<file path="config.mk">
export PLATFORM = sky130hd
export DESIGN_NAME = inst_rom_arb
export DESIGN_NICKNAME = d
export VERILOG_FILES = /design/src/rtl/inst_rom_arb_pkg.sv /design/src/rtl/inst_rom_arb_rr.sv /design/src/rtl/inst_rom_arb.sv
export SDC_FILE = /design/constraint.sdc
export NUM_CORES = 1
export LEC_CHECK = 0
export ABC_AREA = 0
export BUFFER_PORTS_ARGS = -buffer_cell sky130_fd_sc_hd__buf_2
export CORE_AREA = 2 2 117 119
export CTS_CLUSTER_DIAMETER = 60
export CTS_CLUSTER_SIZE = 16
export DETAILED_ROUTE_END_ITERATION = 10
export DIE_AREA = 0 0 119 121
export HOLD_SLACK_MARGIN = 0.06
export PLACE_DENSITY = 0.69
export SYNTH_ARGS = -nofsm -noshare
export SYNTH_HDL_FRONTEND = slang
export SYNTH_SLANG_ARGS = --single-unit
</file>
<file path="constraint.sdc">
create_clock -name clk -period 1.9 [get_ports clk]
set_input_delay 0.19 -clock clk [delete_from_list [all_inputs] [get_ports clk]]
set_output_delay 0.19 -clock clk [all_outputs]
set_load 0.03 [all_outputs]
</file>
<file path="src/rtl/inst_rom_arb_pkg.sv">
// Shared types and constants for the instruction-ROM arbiter.
// Latency: n/a (declarations only).
// Backpressure: n/a (declarations only).
package inst_rom_arb_pkg;

    localparam int          InstAddrBus     = 32;
    localparam int          InstBus         = 64;
    localparam logic [63:0] ZeroDoubleWord  = 64'h0;
    localparam logic        ChipEnable      = 1'b1;
    localparam logic        ChipDisable     = 1'b0;
    localparam int          ArbMemWordsLog2 = 10;

    typedef enum logic [1:0] {
        ArbIdle = 2'b00,
        ArbRead = 2'b01,
        ArbAck  = 2'b10
    } arb_state_t;

    typedef enum logic {
        ArbGntIf  = 1'b0,
        ArbGntDbg = 1'b1
    } arb_gnt_t;

endpackage

</file>
<file path="src/rtl/inst_rom_arb_rr.sv">
// Two-request round-robin picker (fetch vs debug), purely combinational.
// Latency: zero; the grant follows the requests in the same cycle.
// Backpressure: none; the caller decides when the grant is consumed.
// Ports: req_if/req_dbg requests, last_grant history, gnt_vld/gnt result.
module rr_arb2
    import inst_rom_arb_pkg::*;
(
    input  logic     req_if,
    input  logic     req_dbg,
    input  arb_gnt_t last_grant,
    output logic     gnt_vld,
    output arb_gnt_t gnt
);

    always_comb begin
        gnt_vld = req_if | req_dbg;
        gnt     = ArbGntIf;
        if (req_if && req_dbg) begin
            // On a tie the port that did not win last time goes first.
            gnt = (last_grant == ArbGntIf) ? ArbGntDbg : ArbGntIf;
        end else if (req_dbg) begin
            gnt = ArbGntDbg;
        end
    end

endmodule

</file>
<file path="src/rtl/inst_rom_arb.sv">
// Arbitrates fetch and debug reads onto the single combinational ROM port.
// Latency: req sampled at E0, rom_ce/rom_addr after E0, ack + data after E1.
// Backpressure: req is held until ack; one transfer per two cycles.
// Debug port is only live when INST_ARB_DBG_EN is defined; otherwise its
// outputs are tied off and fetch is always granted.
// Ports: clk/rst (async active-low), if_* fetch port, dbg_* debug port,
//        rom_ce/rom_addr to the ROM, rom_inst from the ROM.
module inst_rom_arb
    import inst_rom_arb_pkg::*;
#(
    parameter int ADDR_W    = InstAddrBus,
    parameter int DATA_W    = InstBus,
    parameter int MEM_WORDS = 1 << ArbMemWordsLog2
) (
    input  logic              clk,
    input  logic              rst,
    input  logic              if_req,
    input  logic [ADDR_W-1:0] if_addr,
    output logic              if_ack,
    output logic [DATA_W-1:0] if_inst,
    output logic              if_err,
    input  logic              dbg_req,
    input  logic [ADDR_W-1:0] dbg_addr,
    output logic              dbg_ack,
    output logic [DATA_W-1:0] dbg_inst,
    output logic              dbg_err,
    output logic              rom_ce,
    output logic [ADDR_W-1:0] rom_addr,
    input  logic [DATA_W-1:0] rom_inst
);

    localparam int                MEM_LOG2 = $clog2(MEM_WORDS);
    localparam logic [DATA_W-1:0] ZERO_W   = DATA_W'(ZeroDoubleWord);

    arb_state_t        state, state_nxt;
    arb_gnt_t          pick_gnt, cur_gnt;
    logic              pick_vld, pick_err, cur_err, take_grant;
    logic [ADDR_W-1:0] pick_addr;

`ifdef INST_ARB_DBG_EN
    arb_gnt_t last_grant;

    rr_arb2 u_rr (
        .req_if     (if_req),
        .req_dbg    (dbg_req),
        .last_grant (last_grant),
        .gnt_vld    (pick_vld),
        .gnt        (pick_gnt)
    );

    assign pick_addr = (pick_gnt == ArbGntDbg) ? dbg_addr : if_addr;
`else
    logic unused_dbg;

    assign pick_vld   = if_req;
    assign pick_gnt   = ArbGntIf;
    assign pick_addr  = if_addr;
    assign unused_dbg = ^{dbg_req, dbg_addr};
`endif

    // Misaligned, or any address bit above the word index set.
    assign pick_err = (pick_addr[2:0] != 3'b000) ||
                      ((pick_addr >> (MEM_LOG2 + 3)) != '0);

    always_ff @(posedge clk or negedge rst) begin
        if (!rst) state <= ArbIdle;
        else      state <= state_nxt;
    end

    always_comb begin
        state_nxt  = state;
        take_grant = 1'b0;
        case (state)
            ArbIdle, ArbAck: begin
                // ACK behaves like IDLE so a held req gets a 2-cycle cadence.
                if (pick_vld) begin
                    take_grant = 1'b1;
                    state_nxt  = ArbRead;
                end else begin
                    state_nxt  = ArbIdle;
                end
            end
            ArbRead: state_nxt = ArbAck;
            default: state_nxt = ArbIdle;
        endcase
    end

    always_ff @(posedge clk or negedge rst) begin
        if (!rst) begin
            rom_ce   <= ChipDisable;
            rom_addr <= '0;
            cur_gnt  <= ArbGntIf;
            cur_err  <= 1'b0;
            if_ack   <= 1'b0;
            if_err   <= 1'b0;
            if_inst  <= ZERO_W;
        end else begin
            if_ack <= 1'b0;
            if (take_grant) begin
                rom_addr <= pick_addr;
                rom_ce   <= pick_err ? ChipDisable : ChipEnable;
                cur_gnt  <= pick_gnt;
                cur_err  <= pick_err;
            end
            if (state == ArbRead) begin
                rom_ce <= ChipDisable;
                if (cur_gnt == ArbGntIf) begin
                    if_ack  <= 1'b1;
                    if_err  <= cur_err;
                    if_inst <= cur_err ? ZERO_W : rom_inst;
                end
            end
        end
    end

`ifdef INST_ARB_DBG_EN
    always_ff @(posedge clk or negedge rst) begin
        if (!rst) begin
            last_grant <= ArbGntDbg;
            dbg_ack    <= 1'b0;
            dbg_err    <= 1'b0;
            dbg_inst   <= ZERO_W;
        end else begin
            dbg_ack <= 1'b0;
            if (take_grant) last_grant <= pick_gnt;
            if ((state == ArbRead) && (cur_gnt == ArbGntDbg)) begin
                dbg_ack  <= 1'b1;
                dbg_err  <= cur_err;
                dbg_inst <= cur_err ? ZERO_W : rom_inst;
            end
        end
    end
`else
    assign dbg_ack  = 1'b0;
    assign dbg_err  = 1'b0;
    assign dbg_inst = ZERO_W;
`endif

endmodule

</file>
==> flow_summary.ini <==
[sta]
relSlewSlack_pct = 61.9
hold_viol_final = 0
rsz0062_at_grt = no
worstMarginPinSlew_ns = 0.572
tns_ns = 0
slew_viol_final = 0
finalClockSkew_ns = 0.00639
period_needed_ns = 1.44
finalCritPeriodShare_pct = 75.8
fmax_mhz = 694
finalSetupViolCount = 0

[detailed_routing]
drt_iter0_drc = 187
ant_nets = 0
drt_first_pass_iters = 4
vias = 3780
routed_wl_mm = 10.9
drc = 0
wl_per_cell_um = 12.2
via_per_inst = 4.20

[placed_design]
dp_hpwl_mm = 7.21
portBuffers = 197
gp_congestion = 0.729
placed_cells = 852

[floorplanning]
design.core.area_um2 = 13100
die_area_um2 = 14400
rows = 42
start_util_pct = 35.5
die_w_um = 119
die_y_um = 121
ios = 297

[global_route]
track_usage_pct = 15.3
antenna_found_initial = 0
grt-ovfl-total = 0
grt_first_pass_wirelength_mm = 17.5
grt_pass1_vias = 3660
grt_max_degree = 102

[min_path]
hold_class = input pin to flip-flop
min_to = if_inst[43]
min_from = rom_inst[43]
whs_path_depth = 3

[worst_setup_path]
crit_chain = dlygate4sd3_1 -> buf_2 -> nor4_1 -> nand4_1 -> o22a_1
r2r-start = state[0]
critPathKind = input pin to flip-flop
start_kind = input pin
crit_buf_inv = 2
cp.arrival_ns = 1.67
crit_slowest_cell = dlygate4sd3_1
rr_worst_depth = 3
end_kind = flip-flop
reg2reg_to = if_inst[27]
cpPeakStageDelay_ns = 0.53
worst_ep_required_time_ns = 2.13
crit_family = buffers and inverters
path_max_fanout = 2
reg2reg_slack_ns = 0.62

[synth]
synth_seq_cells = 101
synth_cells = 502
synth.distinct_cells = 19
syn_area_um2 = 4640
syn_area_per_cell_um2 = 9.25
synth_seq_area_share_pct = 54.4
ys_warn_count = 0

[power_and_ir_drop]
p_leak_nw = 3.29
power_density_nw_per_um2 = 820
peakVddDrop_mv = 0.358

[clock_network]
cts.clk_slew.worst_paths_ns = 0.07
cts_tree = built
insertion_delay_ns = 0.34
cts_root_buf = clkbuf_16
cts_max_level = 3
cts.sinks = 101
clock_path_buffers = 2
numCtsBuffers = 9
cts_resized = 0

[final_layout]
final_cells = 900
layout-drive-gt1-share_pct = 30.2
layout_common_cells = buf_2, nand2_1, dfrtp_1, conb_1, nand2b_1
fin_util_pct = 46.9
final_common_cell = buf_2
nets = 852
antennaDiodeCount = 0
area_growth_pct = 32.1

[job]
maxCapViolCount = 0

[status]
outcome = finished clean
-- where the power goes --
| part | leakage [nW] | internal (mW) | switching, mW | total (mW) |
|---|---|---|---|---|
| Combinational | 1.80 | 0.243 | 0.641 | 0.884 |
| Sequential | 1.35 | 2.25 | 0.0501 | 2.30 |
| Clock | 0.143 | 1.09 | 0.761 | 1.85 |
-- worst max-delay path by stage --
stage                     depth (start not counted)         from      end
after floorplan                                   5       if_ack   rom_ce
after detailed placement                          5     state[0]   if_err
after global placement                            4   if_addr[2]  cur_err
after global routing                              5  if_addr[27]  cur_err
final                                             5   if_addr[2]  cur_err
after CTS                                         5   if_addr[2]  cur_err
-- metrics by stage --
| stage | power [mW] | instance area [um2] | setup slack [ns] | hold slack [ns] |
|---|---|---|---|---|
| 5_1_grt | 5.26 | 6130 | 0.396 | 0.0775 |
| 4_1_cts | 5.09 | 6130 | 0.417 | 0.0666 |
| 3_5_place_dp | 3.17 | 5510 | 0.586 | 0.308 |
| 6_report | 5.03 | 6130 | 0.459 | 0.0841 |
| 3_3_place_gp | 3.16 | 5510 | 0.583 | 0.304 |
| 2_1_floorplan | 2.98 | 4890 | 0.694 | -0.106 |
-- worst register-to-register path, delay by kind of cell, from the launching register on --
kind                   cells  cell delay (ns)
DFF                        1             0.40
buffers and inverters      1             0.42
AOI/OAI and AO/OA          1             0.23
and+or+nand+nor            1             0.09
-- kinds of logic (layout without fill, tap and decap cells) --
family	count (synthesis)	in the layout	share of synthesized area, %
flops	101	101	54.4
other cells	1	66	0.0808
simple gates	238	238	23.6
buf+inv	96	253	14.7
compound gates	66	66	7.20
-- flip-flops by register name (all words and copies together), names as in the netlist --
signal and flops:
rom_ce 1, cur_err 1, if_inst 64, state 1, rom_addr 32, if_ack 1, if_err 1
-- Yosys cell counts --
master	count	area, um2
dfrtp_1	101	2530
nand2_1	163	612
o21ai_0	34	170
conb_1	1	3.75
inv_1	1	3.75
buf_6	6	67.6
nor4_1	5	31.3
nand3_2	1	10.0
nand4_1	1	6.26
nor2_1	1	3.75
nand3_1	1	5.00
inv_6	1	8.76
nand2b_1	64	400
buf_2	9	45.0
clkbuf_1	10	37.5
nand2b_4	2	27.5
buf_4	69	518
o22a_1	1	8.76
o21ai_1	31	155
-- layer usage --
layer	global-route usage [%]	part of all wire [%]
met1	18.3	42
met3	4.42	7.4
met4	7.51	2.8
met5	0	0
met2	25.4	48
-- cell type report --
type / count / area [um2]
fillers: 1267 / 6950
flip-flops and latches: 101 / 2530
multi-input cells: 370 / 1680
repair buffers: 236 / 1400
clock buffers: 14 / 264
well taps: 176 / 220
clock inverters: 1 / 30.0
inverters: 2 / 12.5
-- timing repair --
action                                 in CTS  in global routing
buffers inserted                            0                  0
hold buffers                               33                  0
endpoints found under the hold margin     133                  0
Note: power is estimated with default switching activity, not from simulation.
